`src/rtl/vga_frame_reader.sv`:
```
// VGA frame reader: 640x480@60 timing that streams an image window from memory port B.
// Optional macro VGA_TEST_PATTERN_EN adds a test_pattern input that overrides window pixels with colour bars.
module vga_frame_reader #(
    parameter int READ_LAT = 2,
    parameter int IMG_W    = 300,
    parameter int IMG_H    = 300,
    parameter int WIN_X0   = 170,
    parameter int WIN_Y0   = 90,
    parameter int SRC_BASE = 0,
    parameter int DST_BASE = 90300,
`ifdef VGA_TEST_PATTERN_EN
    parameter int BAR_W    = 38,
`endif
    parameter int H_ACTIVE = 640,
    parameter int H_FP     = 16,
    parameter int H_SYNC   = 96,
    parameter int H_BP     = 48,
    parameter int V_ACTIVE = 480,
    parameter int V_FP     = 10,
    parameter int V_SYNC   = 2,
    parameter int V_BP     = 33
) (
    input  logic        clk,
    input  logic        rst,
    input  logic        frame_sel,
`ifdef VGA_TEST_PATTERN_EN
    input  logic        test_pattern,
`endif
    input  logic [23:0] read_data_b,
    output logic [17:0] address_b,
    output logic        vga_hsync,
    output logic        vga_vsync,
    output logic        vga_blank_n,
    output logic [7:0]  vga_r,
    output logic [7:0]  vga_g,
    output logic [7:0]  vga_b,
    output logic        frame_start
);

    localparam int H_TOTAL = H_ACTIVE + H_FP + H_SYNC + H_BP;
    localparam int V_TOTAL = V_ACTIVE + V_FP + V_SYNC + V_BP;

    localparam logic [9:0] H_LAST = 10'(H_TOTAL - 1);
    localparam logic [9:0] H_ACT  = 10'(H_ACTIVE);
    localparam logic [9:0] H_SS   = 10'(H_ACTIVE + H_FP);
    localparam logic [9:0] H_SE   = 10'(H_ACTIVE + H_FP + H_SYNC);
    localparam logic [9:0] V_LAST = 10'(V_TOTAL - 1);
    localparam logic [9:0] V_ACT  = 10'(V_ACTIVE);
    localparam logic [9:0] V_SS   = 10'(V_ACTIVE + V_FP);
    localparam logic [9:0] V_SE   = 10'(V_ACTIVE + V_FP + V_SYNC);
    localparam logic [9:0] WX0    = 10'(WIN_X0);
    localparam logic [9:0] WX1    = 10'(WIN_X0 + IMG_W - 1);
    localparam logic [9:0] WY0    = 10'(WIN_Y0);
    localparam logic [9:0] WY1    = 10'(WIN_Y0 + IMG_H - 1);
    localparam logic [17:0] SRC_A = 18'(SRC_BASE);
    localparam logic [17:0] DST_A = 18'(DST_BASE);

    // Flag vector carried down the delay line; sync bits are stored active-high
    // so a cleared stage means "not in sync".
    localparam int F_WIN = 0;
    localparam int F_ACT = 1;
    localparam int F_VS  = 2;
    localparam int F_HS  = 3;
`ifdef VGA_TEST_PATTERN_EN
    localparam int FW    = 8;
`else
    localparam int FW    = 4;
`endif

    logic [9:0]    h_cnt_q, h_cnt_d;
    logic [9:0]    v_cnt_q, v_cnt_d;
    logic          h_last, v_last;
    logic          frame_start_q, frame_start_d;
    logic          sel_q, sel_d;
    logic [17:0]   ptr_q, ptr_d;
    logic [17:0]   addr_hold_q, addr_hold_d;
    logic          win0, last_px;
    logic [FW-1:0] st0;
    logic [FW-1:0] dly_d [READ_LAT];
    logic [FW-1:0] dly_q [READ_LAT];
    logic [FW-1:0] dl;
    logic          hsync_q, hsync_d;
    logic          vsync_q, vsync_d;
    logic          blank_n_q, blank_n_d;
    logic [23:0]   rgb_q, rgb_d;
`ifdef VGA_TEST_PATTERN_EN
    logic [9:0]    col;
    logic [2:0]    bar;
`endif

    always_comb begin
        h_last        = (h_cnt_q == H_LAST);
        v_last        = (v_cnt_q == V_LAST);
        h_cnt_d       = h_last ? '0 : h_cnt_q + 10'd1;
        v_cnt_d       = v_cnt_q;
        if (h_last) begin
            v_cnt_d = v_last ? '0 : v_cnt_q + 10'd1;
        end
        frame_start_d = h_last && v_last;
    end

    always_comb begin
        win0         = (h_cnt_q >= WX0) && (h_cnt_q <= WX1) &&
                       (v_cnt_q >= WY0) && (v_cnt_q <= WY1);
        last_px      = (h_cnt_q == WX1) && (v_cnt_q == WY1);
        st0          = '0;
        st0[F_WIN]   = win0;
        st0[F_ACT]   = (h_cnt_q < H_ACT) && (v_cnt_q < V_ACT);
        st0[F_VS]    = (v_cnt_q >= V_SS) && (v_cnt_q < V_SE);
        st0[F_HS]    = (h_cnt_q >= H_SS) && (h_cnt_q < H_SE);
`ifdef VGA_TEST_PATTERN_EN
        col = h_cnt_q - WX0;
        bar = '0;
        for (int k = 1; k < 8; k++) begin
            if (col >= 10'(k * BAR_W)) bar = 3'(k);
        end
        st0[7]   = test_pattern;
        st0[6:4] = bar;
`endif
    end

    // Running pointer; it stops on the last window pixel so it never leaves the image.
    always_comb begin
        sel_d       = sel_q;
        ptr_d       = ptr_q;
        address_b   = win0 ? ptr_q : addr_hold_q;
        addr_hold_d = address_b;
        if (frame_start_d) begin
            sel_d = frame_sel;
            ptr_d = sel_d ? DST_A : SRC_A;
        end else if (win0 && !last_px) begin
            ptr_d = ptr_q + 18'd1;
        end
    end

    genvar gi;
    generate
        for (gi = 0; gi < READ_LAT; gi++) begin : g_dly
            if (gi == 0) begin : g_head
                assign dly_d[gi] = st0;
            end else begin : g_tail
                assign dly_d[gi] = dly_q[gi-1];
            end
        end
    endgenerate

    always_comb begin
        dl        = dly_q[READ_LAT-1];
        hsync_d   = ~dl[F_HS];
        vsync_d   = ~dl[F_VS];
        blank_n_d = dl[F_ACT];
        rgb_d     = dl[F_WIN] ? read_data_b : 24'h000000;
`ifdef VGA_TEST_PATTERN_EN
        if (dl[F_WIN] && dl[7]) begin
            case (dl[6:4])
                3'd0:    rgb_d = 24'hFFFFFF;
                3'd1:    rgb_d = 24'hFFFF00;
                3'd2:    rgb_d = 24'h00FFFF;
                3'd3:    rgb_d = 24'h00FF00;
                3'd4:    rgb_d = 24'hFF00FF;
                3'd5:    rgb_d = 24'hFF0000;
                3'd6:    rgb_d = 24'h0000FF;
                default: rgb_d = 24'h000000;
            endcase
        end
`endif
    end

    always_ff @(posedge clk) begin
        if (rst) begin
            h_cnt_q       <= '0;
            v_cnt_q       <= '0;
            frame_start_q <= 1'b0;
            sel_q         <= 1'b0;
            ptr_q         <= SRC_A;
            addr_hold_q   <= SRC_A;
            for (int i = 0; i < READ_LAT; i++) dly_q[i] <= '0;
            hsync_q       <= 1'b1;
            vsync_q       <= 1'b1;
            blank_n_q     <= 1'b0;
            rgb_q         <= '0;
        end else begin
            h_cnt_q       <= h_cnt_d;
            v_cnt_q       <= v_cnt_d;
            frame_start_q <= frame_start_d;
            sel_q         <= sel_d;
            ptr_q         <= ptr_d;
            addr_hold_q   <= addr_hold_d;
            dly_q         <= dly_d;
            hsync_q       <= hsync_d;
            vsync_q       <= vsync_d;
            blank_n_q     <= blank_n_d;
            rgb_q         <= rgb_d;
        end
    end

    assign vga_hsync   = hsync_q;
    assign vga_vsync   = vsync_q;
    assign vga_blank_n = blank_n_q;
    assign vga_r       = rgb_q[23:16];
    assign vga_g       = rgb_q[15:8];
    assign vga_b       = rgb_q[7:0];
    assign frame_start = frame_start_q;

endmodule

```
`config.mk`:
```
export PLATFORM = sky130hd
export DESIGN_NAME = vga_frame_reader
export DESIGN_NICKNAME = d
export VERILOG_FILES = /design/src/rtl/vga_frame_reader.sv
export SDC_FILE = /design/constraint.sdc
export NUM_CORES = 1
export LEC_CHECK = 0
export ABC_AREA = 0
export CAP_MARGIN = 20
export CORE_MARGIN = 5
export CORE_UTILIZATION = 51
export CTS_CLUSTER_SIZE = 30
export DETAILED_ROUTE_END_ITERATION = 10
export MAX_ROUTING_LAYER = met4
export PLACE_DENSITY = 0.79
export SETUP_SLACK_MARGIN = 0.4
export SYNTH_ARGS = -nofsm -noshare
export SYNTH_HDL_FRONTEND = slang
export SYNTH_SLANG_ARGS = --single-unit
```
`constraint.sdc`:
```
create_clock -name clk -period 3.2 [get_ports clk]
set_input_delay 0.64 -clock clk [delete_from_list [all_inputs] [get_ports clk]]
set_output_delay 0.64 -clock clk [all_outputs]
set_load 0.02 [all_outputs]
```
==> out/results.tsv, run 1 <==
stage	metric	value	unit
logic_synthesis	syn nets	424	
clock_tree	root buf cell	clkbuf_8	
clock_tree	Clock transition at path regs	100	ps
clock_tree	H-tree depth	3	
clock_tree	Worst-Skew Late Latency	360	ps
placement	detailed placer's ending HPWL	5.93	mm
logic_synthesis	Avg Inst Size Synth	9.62	um^2
global_routing	global-route wire length before repair	13.4	mm
finish	Final nets	502	
setup_path	Worst R2R Start	h_cnt_q[0]$_SDFF_PP0_	
routing	Via density	5.14	
finish	most common cell after layout, fill and taps aside	dfxtp_1	
sta	FMAX	316	MHz
floorplanning	die height	95.6	um
finish	fin area	4810	um^2
placement	Cells after DPL	553	
sta	Max Slew Vio Count	0	
finish	ANT cells	0	
placement	DP Area	4610	um^2
setup_path	critical path peak fanout	18	
logic_synthesis	Synth Cell Area	3730	um^2
finish	Area growth syn-to-layout	28.9	%
global_routing	gr busiest metal	met2	
setup_path	CP endpoint kind	output port	
setup_path	Worst Setup SP	v_cnt_q[4]$_SDFFE_PP0P_	
routing	routed length per placed instance	13.9	um
logic_synthesis	Post-synth EDFFs	0	
sta	RSZ-0062 raised after global routing	true	
setup_path	startpoint types	flip-flop	
setup_path	r2r setup slk	760	ps
routing	DRT iter0 DRCs	96	
logic_synthesis	distinct cell type count after synthesis	47	
floorplanning	full die area	9130	um^2
sta	worst clock skew	13.4	ps
global_routing	GRT met3 Usage	0.0529	
clock_tree	count of clock tree sinks	92	
run_status	status	finished, final reports clean	
logic_synthesis	YS warnings	0	
logic_synthesis	Syn Inst Count	388	
global_routing	vias in the first global route	2970	
power_and_ir_drop	Overall Power	2.05	mW
setup_path	worst reg2reg path depth	7	
hold_path	Hold WC Path Type	flip-flop to flip-flop	
floorplanning	die width	95.6	um
floorplanning	Initial Util	0.520	
routing	post-route antenna net violation count	0	
global_routing	global-route usage over all layers	0.191	
logic_synthesis	Async S/R FF share, synth	0	
floorplanning	I/O pin cnt	73	
routing	DR vias	2927	
routing	detailed-route wire length	7.95	mm
sta	Slew HR	0.569	
floorplanning	Core Box Area	7180	um^2
global_routing	largest net degree at the start of global routing	25	
logic_synthesis	sequential fraction of the synthesis area	0.493	
routing	DRC	0	
logic_synthesis	number of synthesized register bits	92	
finish	Layout Cells excl Fill	570	
sta	Tmin final	3160	ps
placement	Port-buffer cells	72	
placement	routability congestion estimate from global placement	0.840	
setup_path	Critical Path RT	2560	ps
global_routing	global routing usage on met2	0.341	
setup_path	Arr. time, crit path	2520	ps
finish	layout cells sized above 1	0.163	
clock_tree	clock buffer count from CTS	9	
sta	fraction of the cycle the final worst path needs	0.988	
sta	final hold vios	0	
global_routing	met1 Usage GRT	0.205	
power_and_ir_drop	leak pwr	1.88	nW
power_and_ir_drop	largest vdd supply drop	0.228	mV
setup_path	reg2reg end	ptr_q[13]$_SDFFE_PP0P_	
clock_tree	cts hold-fix bufs	0	
logic_synthesis	ys flop type	dfxtp_1	
sta	Worst Max-Slew Pin Slew	645	ps
floorplanning	Row Count	31	
setup_path	WS Path Type	flip-flop to output port	
global_routing	GRT overflow	0	
power_and_ir_drop	Pwr Density	425	nW/um^2
sta	final setup fails	0	
routing	TritonRoute pass-1 iters	4	
global_routing	initial antenna violation count	0	
clock_tree	CTS tree	yes	
finish	commonest cells after routing, fill and taps aside	dfxtp_1 (92), clkdlybuf4s50_1 (54), nor2_1 (33), buf_4 (33), and2_1 (27)	
setup_path	CP endpoint	address_b[16]	
clock_tree	CTS max path bufs	2	
run	max-cap viol count	0	
## kinds of logic after synthesis
group                      count (synthesis)  share of synthesized area
DFF                                       92                      0.493
xor gates and xnor gates                  18                     0.0422
buffers and inverters                     31                     0.0342
adders and majority gates                  9                     0.0302
AOI/OAI and AO/OA                         45                     0.0771
and+or+nand+nor                          175                      0.269
muxes                                     18                     0.0543
## per-stage QoR
stage                     setup slack, ps   util  setup TNS, ps  hold WS, ps
after floorplan                       394      -              0          356
after global placement               66.4  0.643              0          360
after detailed placement             23.3  0.643              0          365
after CTS                            -126  0.668           -126          393
after global routing                -83.3  0.670          -1280          412
final                                38.2  0.670              0          387
## worst min path at each step
stage / slack, ps / startpoint / end / depth (start not counted)
2_1_floorplan: 360 / dl[3]$_SDFF_PP0_ / vga_hsync$_SDFF_PP1_ / 1
3_3_place_gp: 360 / dl[2]$_SDFF_PP0_ / vga_vsync$_SDFF_PP1_ / 1
3_5_place_dp: 360 / dl[2]$_SDFF_PP0_ / vga_vsync$_SDFF_PP1_ / 1
4_1_cts: 390 / dl[2]$_SDFF_PP0_ / vga_vsync$_SDFF_PP1_ / 1
5_1_grt: 410 / dl[2]$_SDFF_PP0_ / vga_vsync$_SDFF_PP1_ / 1
6_report: 390 / dl[2]$_SDFF_PP0_ / vga_vsync$_SDFF_PP1_ / 1
## critical path: stages (launching register included)
cell     delay (ps)
dfxtp_1         330
or3_4           390
or3_4           340
o22a_1          230
nor3_4          160
buf_12          190
mux2_2          360
buf_4           160
## routing by layer
layer,routed length (um),vias to the layer above,part of all wire
met2,4240,53,0.53
met5,0,-,0
met4,127,0,0.016
met1,3170,1372,0.40
met3,405,12,0.051
li1,-,1490,-
## synth_stat cells (all sizes together), types with 2 or more instances
library cell | n | area share
xor2 | 9 | 0.021
or4 | 6 | 0.012
dfxtp | 92 | 0.49
a31o | 2 | 0.0047
inv | 10 | 0.010
and2b | 10 | 0.020
nand4 | 10 | 0.017
nor2b | 16 | 0.027
or3 | 6 | 0.011
nor2 | 33 | 0.033
buf | 5 | 0.0080
nand2 | 19 | 0.019
mux2 | 18 | 0.054
o31ai | 4 | 0.0080
and3 | 9 | 0.015
o21ai | 11 | 0.015
and4 | 2 | 0.0047
nand4b | 3 | 0.0070
xnor2 | 9 | 0.021
ha | 9 | 0.030
clkbuf | 16 | 0.016
nor3 | 6 | 0.011
a21o | 2 | 0.0040
a21oi | 9 | 0.012
nand2b | 4 | 0.0067
a31oi | 9 | 0.015
nand3 | 13 | 0.017
nor3b | 2 | 0.0040
nor4 | 4 | 0.0067
and2 | 27 | 0.045
## area by class of cell
class | instances | area, um^2
Inverter | 10 | 37.5
Fill cell | 566 | 2360
Tap cell | 99 | 124
Clock inverter | 7 | 95.1
Multi-Input combinational cell | 265 | 1780
Timing Repair Buffer | 88 | 808
Sequential cell | 92 | 1840
Clock buffer | 9 | 124
## timing repair
| action | CTS | global route |
|---|---|---|
| endpoints found under the setup margin | 18 | 18 |
| setup buffers | 0 | 0 |
| gates resized for setup | 88 | 5 |
## power by group
group	internal [mW]	switching, mW
clock	0.384	0.439
sequential	1.15	0.00340
combinational	0.0448	0.0273
## state kept, by name, summed over array words and instances, names as in the netlist
register / flops
addr_hold_q: 18
dl: 4
dly_d: 4
frame_start: 1
h_cnt_q: 10
ptr_q: 18
rgb_q: 24
v_cnt_q: 10
vga_blank_n: 1
vga_hsync: 1
vga_vsync: 1
No activity file was read; power rests on OpenSTA's default activity.
==> run 2, diff against run 1 <==
--- a/config.mk
+++ b/config.mk
@@ -7,7 +7,6 @@
 export LEC_CHECK = 0
 export ABC_AREA = 0
 export CAP_MARGIN = 20
-export CORE_MARGIN = 5
 export CORE_UTILIZATION = 51
 export CTS_CLUSTER_SIZE = 30
 export DETAILED_ROUTE_END_ITERATION = 10
==> out/results.tsv, run 2 (synthesized netlist as in run 1, its figures left out) <==
stage	metric	value	unit
clock_tree	CTS tree	yes	
sta	Worst Max-Slew Pin Slew	609	ps
finish	fin area	4820	um^2
hold_path	Hold WC Path Type	flip-flop to flip-flop	
sta	fraction of the cycle the final worst path needs	0.980	
floorplanning	Core Box Area	6940	um^2
placement	DP Area	4620	um^2
finish	ANT cells	0	
routing	TritonRoute pass-1 iters	5	
routing	detailed-route wire length	7.68	mm
placement	Port-buffer cells	72	
finish	sequential cell area	1840	um^2
placement	routability congestion estimate from global placement	0.889	
finish	layout cells sized above 1	0.165	
routing	DR vias	2963	
finish	most common cell after layout, fill and taps aside	dfxtp_1	
routing	DRT iter0 DRCs	143	
placement	Cells after DPL	552	
global_routing	initial antenna violation count	0	
routing	routed length per placed instance	13.5	um
global_routing	global-route wire length before repair	12.8	mm
sta	FMAX	319	MHz
clock_tree	Clock transition at path regs	90	ps
finish	footprint of the multi-input gates	1780	um^2
clock_tree	CTS max path bufs	2	
clock_tree	clock buffer count from CTS	9	
finish	number of flip-flops under the largest register name	24	
global_routing	vias in the first global route	2814	
power_and_ir_drop	Overall Power	2.05	mW
setup_path	Critical Path RT	2560	ps
sta	Max Slew Vio Count	0	
global_routing	global-route usage over all layers	0.219	
finish	register bank with the most flops	rgb_q	
routing	DRC	0	
clock_tree	# Post-CTS Setup Buffers	0	
sta	total negative setup slack	0	ps
floorplanning	I/O pin cnt	73	
sta	final setup fails	0	
setup_path	startpoint types	flip-flop	
floorplanning	Initial Util	0.538	
finish	final core occ	0.695	
sta	Slew HR	0.593	
sta	worst clock skew	11.8	ps
setup_path	WS Path Type	flip-flop to output port	
floorplanning	full die area	7670	um^2
power_and_ir_drop	Pwr Density	425	nW/um^2
global_routing	largest net degree at the start of global routing	37	
finish	biggest registers after layout	rgb_q: 24 flops, addr_hold_q: 18 flops, ptr_q: 18 flops	
placement	detailed placer's ending HPWL	5.39	mm
routing	post-route antenna net violation count	0	
setup_path	CP endpoint kind	output port	
run	max-cap viol count	0	
sta	RSZ-0062 raised after global routing	true	
clock_tree	Worst-Skew Late Latency	360	ps
clock_tree	root buf cell	clkbuf_8	
power_and_ir_drop	largest vdd supply drop	0.253	mV
global_routing	GRT overflow	0	
finish	fillers	556	
setup_path	critical path peak fanout	18	
sta	final hold vios	0	
sta	Tmin final	3140	ps
floorplanning	die height	87.6	um
power_and_ir_drop	leak pwr	1.90	nW
run_status	status	finished, final reports clean	
floorplanning	Row Count	30	
finish	Layout Cells excl Fill	569	
clock_tree	H-tree depth	3	
finish	Final nets	504	
clock_tree	count of clock tree sinks	92	
setup_path	Arr. time, crit path	2500	ps
routing	Via density	5.21	
finish	commonest cells after routing, fill and taps aside	dfxtp_1 (92), clkdlybuf4s50_1 (54), buf_4 (34), nor2_1 (33), and2_1 (27)	
clock_tree	cts hold-fix bufs	0	
finish	Area growth syn-to-layout	29.2	%
floorplanning	die width	87.6	um
==> run 2: cell count changes in the layout (fill, tap and decap cells not counted), sizes merged <==
cell,previous run,this run
buf,34,36
clkbuf,9,12
inv,13,10
==> run 2: metal layers <==
| metal | GRT usage | part of all wire | vias to the layer above |
|---|---|---|---|
| li1 | - | - | 1494 |
| met1 | 0.264 | 0.44 | 1408 |
| met2 | 0.360 | 0.51 | 52 |
| met3 | 0.0471 | 0.037 | 9 |
| met4 | 0.0835 | 0.0098 | 0 |
| met5 | - | 0 | - |
==> run 2: worst max-delay path, cell delays in order, from the launching register on <==
cell     delay, ps
dfxtp_1        320
or3_4          390
or3_4          330
o22a_1         230
nor3_4         160
buf_12         190
mux2_2         360
buf_4          160
==> run 2: where the power goes <==
part           internal (mW)  switching (mW)
registers               1.15         0.00248
logic                 0.0441          0.0277
clock network          0.429           0.397
total                   1.62           0.427
==> run 2: final cells by class <==
cell class                 count  share of cell area
sequential                    92               0.382
multi-input combinational    265               0.369
timing repair buffer          90               0.170
clock buffer                  12              0.0342
tap                           96              0.0249
clock inverter                 4              0.0117
inverter                      10             0.00778
==> run 2: per-stage QoR <==
stage	hold slack (ps)	worst slack [ps]
2_1_floorplan	356	394
3_3_place_gp	360	80.6
3_5_place_dp	362	46.1
4_1_cts	380	-103
5_1_grt	396	-42.3
6_report	373	64.9
==> run 2: repair_timing <==
action,in CTS,in global routing
gates resized for setup,88,5
gates cloned,0,0
setup endpoints to repair,18,18
==> run 2: worst paths after layout <==
kind | end | slack, ps | cells after the start | start
setup / recovery | address_b[2] | 60 | 7 | v_cnt_q[4]$_SDFFE_PP0P_
hold / removal | vga_vsync$_SDFF_PP1_ | 370 | 1 | dl[2]$_SDFF_PP0_
setup reg to reg | ptr_q[16]$_SDFFE_PP0P_ | 790 | 7 | h_cnt_q[0]$_SDFF_PP0_
hold reg to reg | vga_vsync$_SDFF_PP1_ | 370 | 1 | dl[2]$_SDFF_PP0_
==> run 3, diff against run 2 <==
--- a/config.mk
+++ b/config.mk
@@ -7,12 +7,13 @@
 export LEC_CHECK = 0
 export ABC_AREA = 0
 export CAP_MARGIN = 20
-export CORE_UTILIZATION = 51
+export CORE_UTILIZATION = 55
 export CTS_CLUSTER_SIZE = 30
 export DETAILED_ROUTE_END_ITERATION = 10
 export MAX_ROUTING_LAYER = met4
-export PLACE_DENSITY = 0.79
+export PLACE_DENSITY = 0.84
 export SETUP_SLACK_MARGIN = 0.4
 export SYNTH_ARGS = -nofsm -noshare
 export SYNTH_HDL_FRONTEND = slang
 export SYNTH_SLANG_ARGS = --single-unit
+export TNS_END_PERCENT = 5
==> constraint.sdc (replaced) <==
create_clock -name clk -period 4 [get_ports clk]
set_input_delay 0.8 -clock clk [delete_from_list [all_inputs] [get_ports clk]]
set_output_delay 0.8 -clock clk [all_outputs]
set_load 0.02 [all_outputs]
==> out/results.tsv, run 3 (synthesized netlist as in run 1, its figures left out) <==
stage	metric	value	unit
routing	routed length per placed instance	15.1	um
routing	TritonRoute pass-1 iters	7	
setup_path	WS Path Type	flip-flop to output port	
run_status	failing checks	design-rule violations	
placement	detailed placer's ending HPWL	5.52	mm
routing	Via density	5.53	
run_status	status	complete, but fails checks	
clock_tree	cts hold-fix bufs	0	
floorplanning	die width	84.4	um
routing	DRT iter0 DRCs	220	
floorplanning	I/O pin cnt	73	
sta	Slew HR	0.477	
setup_path	startpoint types	flip-flop	
clock_tree	clock buffer count from CTS	9	
finish	register bank with the most flops	rgb_q	
finish	sequential cell area	1840	um^2
finish	most common cell after layout, fill and taps aside	dfxtp_1	
floorplanning	Core Box Area	6460	um^2
sta	Min Hold Slack	381	ps
sta	worst clock skew	10.3	ps
sta	final setup fails	0	
floorplanning	die height	84.4	um
clock_tree	CTS tree	yes	
sta	RSZ-0062 raised after global routing	true	
clock_tree	count of clock tree sinks	92	
finish	Final nets	489	
sta	Max Slew Vio Count	0	
sta	total negative setup slack	0	ps
finish	ANT cells	0	
power_and_ir_drop	leak pwr	1.84	nW
sta	fraction of the cycle the final worst path needs	0.952	
placement	Port-buffer cells	72	
hold_path	Hold Path Cell Cnt	1	
global_routing	GRT overflow	0	
finish	fillers	470	
setup_path	worst reg2reg path depth	6	
hold_path	HP Start	dl[3]$_SDFF_PP0_	
routing	detailed-route wire length	8.07	mm
finish	number of flip-flops under the largest register name	24	
sta	Worst Max-Slew Pin Slew	785	ps
setup_path	Critical Path RT	3200	ps
hold_path	Hold WC Path Type	flip-flop to flip-flop	
global_routing	vias in the first global route	2772	
power_and_ir_drop	Pwr Density	369	nW/um^2
floorplanning	full die area	7120	um^2
setup_path	CP endpoint kind	output port	
setup_path	Worst R2R Start	v_cnt_q[5]$_SDFFE_PP0P_	
run	max-cap viol count	0	
clock_tree	root buf cell	clkbuf_8	
sta	FMAX	263	MHz
floorplanning	Initial Util	0.578	
sta	final hold vios	0	
sta	Tmin final	3810	ps
clock_tree	H-tree depth	3	
routing	post-route antenna net violation count	0	
clock_tree	CTS max path bufs	2	
global_routing	global-route usage over all layers	0.239	
setup_path	Arr. time, crit path	3010	ps
finish	biggest registers after layout	rgb_q: 24 flops, addr_hold_q: 18 flops, ptr_q: 18 flops	
finish	Area growth syn-to-layout	27.1	%
routing	DR vias	2958	
setup_path	critical path peak fanout	18	
finish	layout cells sized above 1	0.0961	
floorplanning	Row Count	29	
routing	DRC	4	
power_and_ir_drop	Overall Power	1.75	mW
power_and_ir_drop	largest vdd supply drop	0.193	mV
finish	commonest cells after routing, fill and taps aside	dfxtp_1 (92), clkdlybuf4s50_1 (65), nor2_1 (33), and2_1 (27), nand2_1 (19)	
setup_path	r2r setup slk	1120	ps
setup_path	reg2reg end	ptr_q[11]$_SDFFE_PP0P_	
global_routing	global-route wire length before repair	13.1	mm
clock_tree	Worst-Skew Late Latency	370	ps
clock_tree	Clock transition at path regs	100	ps
global_routing	initial antenna violation count	0	
finish	footprint of the multi-input gates	1770	um^2
global_routing	largest net degree at the start of global routing	25	
hold_path	Hold Crit Endpoint	vga_hsync$_SDFF_PP1_	
placement	routability congestion estimate from global placement	0.914	
[run 3: cell count changes in the layout (fill, tap and decap cells not counted), sizes merged, moves of 2 or more]
cell and delta:
dlygate4sd2 +6, clkbuf -3, clkinv -3, clkdlybuf4s50 +11
buf -33, inv +3, bufinv +2
[run 3: critical path: stages (launching register included)]
cell	delay, ps
dfxtp_1	380
or3_4	410
or3_1	350
o22a_1	240
nor3_4	140
buf_8	210
mux2_2	370
clkdlybuf4s50_1	540
[run 3: stage by stage]
stage,util,cells,cell area [um^2],setup WS (ps)
5_1_grt,0.735,535,4740,102
3_3_place_gp,0.693,518,4480,556
3_5_place_dp,0.693,518,4480,498
2_1_floorplan,-,388,3730,1030
6_report,0.735,535,4740,191
4_1_cts,0.732,534,4730,180
[run 3: layout make-up]
type,instances,area share
Multi-Input combinational cell,265,0.373
Clock buffer,9,0.0261
Sequential cell,92,0.388
Tap cell,77,0.0203
Inverter,10,0.00791
Timing Repair Buffer,75,0.157
Clock inverter,7,0.0272
[run 3: how the worst max path moves through the flow]
stage | from | to | slack, ps | cells past startpoint
final | v_cnt_q[5]$_SDFFE_PP0P_ | address_b[2] | 190 | 7
after CTS | v_cnt_q[5]$_SDFFE_PP0P_ | address_b[2] | 180 | 7
after global routing | v_cnt_q[5]$_SDFFE_PP0P_ | address_b[2] | 100 | 7
after global placement | v_cnt_q[4]$_SDFFE_PP0P_ | address_b[1] | 560 | 7
after floorplan | v_cnt_q[4]$_SDFFE_PP0P_ | address_b[10] | 1030 | 6
after detailed placement | v_cnt_q[4]$_SDFFE_PP0P_ | address_b[0] | 500 | 7
[run 3: timing repair]
| item | 4_1_cts | 5_1_grt |
|---|---|---|
| buffers inserted | 0 | 0 |
| gates resized for setup | 8 | 2 |
| endpoints found under the setup margin | 18 | 18 |
| pin swaps | 0 | 0 |
[run 3: routing by layer]
metal | share of wire | wire length [um] | vias up | track usage
met1 | 0.43 | 3510 | 1411 | 0.280
li1 | - | - | 1462 | -
met3 | 0.032 | 258 | 15 | 0.0393
met2 | 0.51 | 4120 | 70 | 0.408
met4 | 0.022 | 176 | 0 | 0.105
met5 | 0 | 0 | - | -
[run 3: where the power goes]
part	internal, mW	total (mW)	switching (mW)
logic	0.0313	0.0513	0.0199
registers	0.919	0.924	0.00458
clock network	0.426	0.775	0.350
total	1.38	1.75	0.374
